## src/rtl/instruction_loader_if.sv

```systemverilog
// Byte-stream and instruction-RAM write bus between the program source and the loader.
// master = stimulus/host side, slave = instruction_loader.
interface instruction_loader_if;
  logic        Start;
  logic [8:0]  WordCount;
  logic [7:0]  RxData;
  logic        RxValid;
  logic        RxReady;
  logic        WrEn;
  logic [31:0] WrAddr;
  logic [31:0] WrData;
  logic        CpuHold;
  logic        Done;
  logic        Error;

  modport master (
    output Start, WordCount, RxData, RxValid,
    input  RxReady, WrEn, WrAddr, WrData, CpuHold, Done, Error
  );

  modport slave (
    input  Start, WordCount, RxData, RxValid,
    output RxReady, WrEn, WrAddr, WrData, CpuHold, Done, Error
  );
endinterface

```

## src/rtl/instruction_loader.sv

```systemverilog
// Assembles big-endian byte stream into 32-bit words and writes them to instruction RAM,
// holding the CPU in reset while loading; aborts on an inter-byte timeout.
module instruction_loader #(
  parameter logic [15:0] TIMEOUT = 16'd50000
) (
  input  logic                 clk,
  input  logic                 reset,
  instruction_loader_if.slave  bus
);

  typedef enum logic [2:0] {
    S_IDLE  = 3'd0,
    S_RECV  = 3'd1,
    S_WRITE = 3'd2,
    S_DONE  = 3'd3,
    S_ERROR = 3'd4
  } state_t;

  state_t      r_state;
  logic [1:0]  r_byte_cnt;
  logic [7:0]  r_index;
  logic [8:0]  r_count;
  logic [31:0] r_word;
  logic [15:0] r_tmo;

  state_t      w_state_nxt;
  logic [1:0]  w_byte_cnt_nxt;
  logic [7:0]  w_index_nxt;
  logic [8:0]  w_count_nxt;
  logic [31:0] w_word_nxt;
  logic [15:0] w_tmo_nxt;
  logic        w_accept;
  logic        w_last_word;

  // First byte of a word lands in the most significant lane.
  function automatic logic [31:0] f_insert_byte(input logic [31:0] word,
                                                input logic [1:0]  pos,
                                                input logic [7:0]  b);
    logic [31:0] res;
    res = word;
    case (pos)
      2'd0:    res[31:24] = b;
      2'd1:    res[23:16] = b;
      2'd2:    res[15:8]  = b;
      default: res[7:0]   = b;
    endcase
    return res;
  endfunction

  assign w_accept    = bus.RxValid && (r_state == S_RECV);
  assign w_last_word = ({1'b0, r_index} == (r_count - 9'd1));

  // State and datapath registers
  always_ff @(posedge clk or posedge reset) begin
    if (reset) begin
      r_state    <= S_IDLE;
      r_byte_cnt <= 2'd0;
      r_index    <= 8'd0;
      r_count    <= 9'd0;
      r_word     <= 32'd0;
      r_tmo      <= 16'd0;
    end else begin
      r_state    <= w_state_nxt;
      r_byte_cnt <= w_byte_cnt_nxt;
      r_index    <= w_index_nxt;
      r_count    <= w_count_nxt;
      r_word     <= w_word_nxt;
      r_tmo      <= w_tmo_nxt;
    end
  end

  always_comb begin
    w_state_nxt    = r_state;
    w_byte_cnt_nxt = r_byte_cnt;
    w_index_nxt    = r_index;
    w_count_nxt    = r_count;
    w_word_nxt     = r_word;
    w_tmo_nxt      = r_tmo;

    case (r_state)
      S_IDLE, S_DONE, S_ERROR: begin
        if (bus.Start) begin
          w_byte_cnt_nxt = 2'd0;
          w_index_nxt    = 8'd0;
          w_tmo_nxt      = 16'd0;
          w_count_nxt    = bus.WordCount;
          w_state_nxt    = (bus.WordCount == 9'd0) ? S_DONE : S_RECV;
        end
      end

      S_RECV: begin
        if (w_accept) begin
          w_word_nxt     = f_insert_byte(r_word, r_byte_cnt, bus.RxData);
          w_byte_cnt_nxt = r_byte_cnt + 2'd1;
          w_tmo_nxt      = 16'd0;
          if (r_byte_cnt == 2'd3) begin
            w_state_nxt = S_WRITE;
          end
        end else if (r_byte_cnt != 2'd0) begin
          // Only a partially received word can time out; the partial word is dropped.
          if (r_tmo >= (TIMEOUT - 16'd1)) begin
            w_state_nxt = S_ERROR;
          end else begin
            w_tmo_nxt = r_tmo + 16'd1;
          end
        end
      end

      S_WRITE: begin
        if (w_last_word) begin
          w_state_nxt = S_DONE;
        end else begin
          w_index_nxt    = r_index + 8'd1;
          w_byte_cnt_nxt = 2'd0;
          w_tmo_nxt      = 16'd0;
          w_state_nxt    = S_RECV;
        end
      end

      default: begin
        w_state_nxt = S_IDLE;
      end
    endcase
  end

  // Outputs decode directly from registered state so reset reaches them without a clock.
  assign bus.RxReady = (r_state == S_RECV);
  assign bus.WrEn    = (r_state == S_WRITE);
  assign bus.WrAddr  = {22'd0, r_index, 2'b00};
  assign bus.WrData  = r_word;
  assign bus.CpuHold = (r_state == S_RECV) || (r_state == S_WRITE);
  assign bus.Done    = (r_state == S_DONE);
  assign bus.Error   = (r_state == S_ERROR);

endmodule

```

## src/flat_wrapper.sv

```systemverilog
// flat-port wrapper written by rule: the top's interface ports become plain ports
module instruction_loader_flat 
#(
  parameter logic [15:0] TIMEOUT = 16'd50000
)
  (clk, reset, bus_Start, bus_WordCount, bus_RxData, bus_RxValid, bus_RxReady, bus_WrEn, bus_WrAddr, bus_WrData, bus_CpuHold, bus_Done, bus_Error);
  instruction_loader_if bus_i ();
  input  logic clk;
  input  logic reset;
  input wire logic [$bits(bus_i.Start)-1:0] bus_Start;
  input wire logic [$bits(bus_i.WordCount)-1:0] bus_WordCount;
  input wire logic [$bits(bus_i.RxData)-1:0] bus_RxData;
  input wire logic [$bits(bus_i.RxValid)-1:0] bus_RxValid;
  output wire logic [$bits(bus_i.RxReady)-1:0] bus_RxReady;
  output wire logic [$bits(bus_i.WrEn)-1:0] bus_WrEn;
  output wire logic [$bits(bus_i.WrAddr)-1:0] bus_WrAddr;
  output wire logic [$bits(bus_i.WrData)-1:0] bus_WrData;
  output wire logic [$bits(bus_i.CpuHold)-1:0] bus_CpuHold;
  output wire logic [$bits(bus_i.Done)-1:0] bus_Done;
  output wire logic [$bits(bus_i.Error)-1:0] bus_Error;
  assign bus_i.Start = bus_Start;
  assign bus_i.WordCount = bus_WordCount;
  assign bus_i.RxData = bus_RxData;
  assign bus_i.RxValid = bus_RxValid;
  assign bus_RxReady = bus_i.RxReady;
  assign bus_WrEn = bus_i.WrEn;
  assign bus_WrAddr = bus_i.WrAddr;
  assign bus_WrData = bus_i.WrData;
  assign bus_CpuHold = bus_i.CpuHold;
  assign bus_Done = bus_i.Done;
  assign bus_Error = bus_i.Error;
  instruction_loader #(.TIMEOUT(TIMEOUT)) u_core (.clk(clk), .reset(reset), .bus(bus_i));
endmodule
```

## config.mk

```make
export PLATFORM = sky130hd
export DESIGN_NAME = instruction_loader_flat
export DESIGN_NICKNAME = d
export VERILOG_FILES = /design/src/rtl/instruction_loader_if.sv /design/src/rtl/instruction_loader.sv /design/src/flat_wrapper.sv
export SDC_FILE = /design/constraint.sdc
export NUM_CORES = 1
export LEC_CHECK = 0
export CORE_MARGIN = 2
export CORE_UTILIZATION = 54
export DETAILED_ROUTE_END_ITERATION = 10
export PLACE_DENSITY = 0.95
export SYNTH_ARGS = -nofsm -noshare
export SYNTH_HDL_FRONTEND = slang
export SYNTH_SLANG_ARGS = --single-unit
```

## constraint.sdc

```tcl
create_clock -name clk -period 6.12 [get_ports clk]
set_input_delay 0.918 -clock clk [delete_from_list [all_inputs] [get_ports clk]]
set_output_delay 0.918 -clock clk [all_outputs]
set_load 0.005 [all_outputs]
```

==> flow_metrics.env <==
export IMPL_status="finished clean"
export IMPL_whs_ns=0.499
export IMPL_critPathCaptureType="primary output"
export IMPL_grt_first_pass_wirelength_um=14400
export IMPL_grt_max_degree=71
export IMPL_ir_drop_v=0.000308
export IMPL_cp_arrival_ns=2.14
export IMPL_clockRootBuffer="clkbuf_8"
export IMPL_clk_latency_ns=0.35
export IMPL_synth_seq_cells=70
export IMPL_critPathRequiredTime_ns=5.20
export IMPL_cts_setup_buffers=0
export IMPL_grt_overflow=0
export IMPL_cts_tree="built"
export IMPL_clock_skew_ns=0.0136
export IMPL_netlist_area_um2=3850
export IMPL_cp_slowest_cell="clkdlybuf4s50_1"
export IMPL_initial_core_util_pct=56.4
export IMPL_drive_gt1_share_pct=15.3
export IMPL_drv_slew=0
export IMPL_cts_buffers=9
export IMPL_synth_edff_count=0
export IMPL_cts_hold_buf=0
export IMPL_crit_type="flop to primary output"
export IMPL_finalWirelength_um=8920
export IMPL_routedWlPerCell_um=16.7
export IMPL_fin_crit_sh_pct=49.9
export IMPL_tightest_slew_ns=0.884
export IMPL_ios=90
export IMPL_diodes=0
export IMPL_rsz0062_at_grt="false"
export IMPL_tns_ns=0
export IMPL_hp_class="flop to flop"
export IMPL_finalHoldViolCount=0
export IMPL_synth_avg_cell_area_um2=10.4
export IMPL_dr_pass1_iters=4
export IMPL_async_reset_ff_share_pct=100
export IMPL_cts_sinks=70
export IMPL_min_from="u_core.r_tmo[15]"
export IMPL_cts_max_level=3
export IMPL_die_area_um2=7830
export IMPL_r2r_start="u_core.r_count[0]"
export IMPL_p_total_mw=1.94
export IMPL_core_area_um2=6830
export IMPL_drt_iter0_markers=127
export IMPL_cts_resized=0
export IMPL_drv_cap=0
export IMPL_yosys_warnings=0
export IMPL_layout_commonest_cell="dfrtp_1"
export IMPL_fmax_ghz=0.327
export IMPL_setup_viol=0
export IMPL_period_minus_slack_ns=3.06
export IMPL_power_leakage_nw=1.96
export IMPL_grt_pass1_vias=2930
export IMPL_cp_max_fo=11
export IMPL_hpwl_um=6510
export IMPL_layout_nets=462
export IMPL_cp_startpoint="u_core.r_state[1]"
export IMPL_clock_path_buffers=2
export IMPL_fp_dieH_um=88.5
export IMPL_drc=0
export IMPL_ys_seq_area_share_pct=45.5
export IMPL_antenna_found_initial=0
export IMPL_power_density_nw_per_um2=421
export IMPL_vias=3023
export IMPL_grt_util_all_layers_pct=24.1
export IMPL_via_per_inst=5.67
export IMPL_clkTransAtPathRegs_ns=0.07
export IMPL_die_width_um=88.5
export IMPL_netlist_cell_type_count=57
export IMPL_num_rows=30
export IMPL_syn2layout_area_growth_pct=19.8
export IMPL_synthCells=371
export IMPL_ant_nets=0
export IMPL_port_buffers=65
export IMPL_final_cell_mix="dfrtp_1 (70), clkdlybuf4s50_1 (65), mux2_2 (43), nand2_1 (28), o21ai_0 (25)"
export IMPL_crit_path_cell_trace="or3b_1 > inv_1 > clkdlybuf4s50_1"
export IMPL_cp_start_kind="flop"
export IMPL_slew_headroom_pct=41.1
export IMPL_crit_path_max_incr_delay_ns=0.53
export IMPL_synthFlopType="dfrtp_1"
export IMPL_gp_congestion=0.824
==> kinds of logic after synthesis <==
kind of cell / count (synthesis) / share of synthesized area [%]
AOI/OAI and AO/OA: 78 / 13.4
xor gates and xnor gates: 8 / 1.82
adders and majority gates: 8 / 2.60
buffers and inverters: 47 / 7.60
DFF: 70 / 45.5
muxes: 46 / 13.3
other: 1 / 0.0973
and+or+nand+nor: 113 / 15.7
==> registers in the layout (all words and copies together) (netlist names) <==
name               cells
u_core.bus.WrData     32
u_core.r_state         3
u_core.r_count         9
u_core.r_index         8
u_core.r_tmo          16
u_core.r_byte_cnt      2
==> power by group <==
| group | switching, mW | internal [mW] |
|---|---|---|
| Clock | 0.176 | 0.144 |
| Combinational | 0.377 | 0.483 |
| Sequential | 0.145 | 0.620 |
| Total | 0.698 | 1.25 |
==> per-stage QoR <==
stage	instance area [um^2]	utilization, %	setup slack [ns]	instances
after floorplan	3940	-	3.35	394
after global placement	4460	65.3	3.19	518
after detailed placement	4460	65.3	2.99	518
after CTS	4620	67.6	3.04	533
after global routing	4620	67.6	2.87	533
final	4620	67.6	3.06	533
==> area by class of cell <==
type                            instances  area (um^2)
Clock buffer                           11          131
Inverter                                9         33.8
Clock inverter                          4         25.0
Multi-Input combinational cell        277         1900
Tap cell                               96          120
Timing Repair Buffer                   66          658
Fill cell                             509         2220
Sequential cell                        70         1750
==> routing by layer <==
metal | part of all wire [%] | GRT usage (%) | routed length [um] | vias to the layer above
met2 | 52 | 40.4 | 4650 | 113
met1 | 40 | 29.7 | 3540 | 1484
li1 | - | - | - | 1409
met5 | 0 | 0 | 0 | -
met3 | 6.3 | 7.37 | 558 | 17
met4 | 1.9 | 8.68 | 171 | 0
==> worst max-delay path, delay by kind of cell (launching register included) <==
kind	cells	cell delay, ns
buf+inv	2	0.74
simple gates	1	0.52
flops	1	0.52
==> final timing paths <==
check	endpoint	slack (ns)	cells past startpoint
setup reg to reg	u_core.r_tmo[5]	3.09	9
min in group asynchronous	u_core.bus.WrData[2]	1.15	3
hold / removal	u_core.r_tmo[15]	0.50	1
max in group asynchronous	u_core.r_byte_cnt[1]	4.38	3
setup / recovery	bus_WrEn	3.06	3
hold reg to reg	u_core.r_tmo[15]	0.50	1
==> Yosys cell counts (4+ instances only) <==
master,count,area share [%]
clkbuf_1,7,0.68
o31ai_1,7,1.4
mux2_2,43,13
and2_1,5,0.81
nand2_1,28,2.7
xnor2_1,5,1.1
nand3_1,11,1.4
buf_4,24,4.7
a21oi_1,15,1.9
o21ai_0,25,3.2
nor4_1,6,0.97
nor2b_1,7,1.1
dfrtp_1,70,45
inv_1,9,0.88
nor2_1,15,1.5
nor3_1,5,0.65
or4_1,5,0.97
nand2b_1,11,1.8
and3_1,5,0.81
ha_1,8,2.6
or3_1,4,0.65
(Power assumes the default switching activity.)
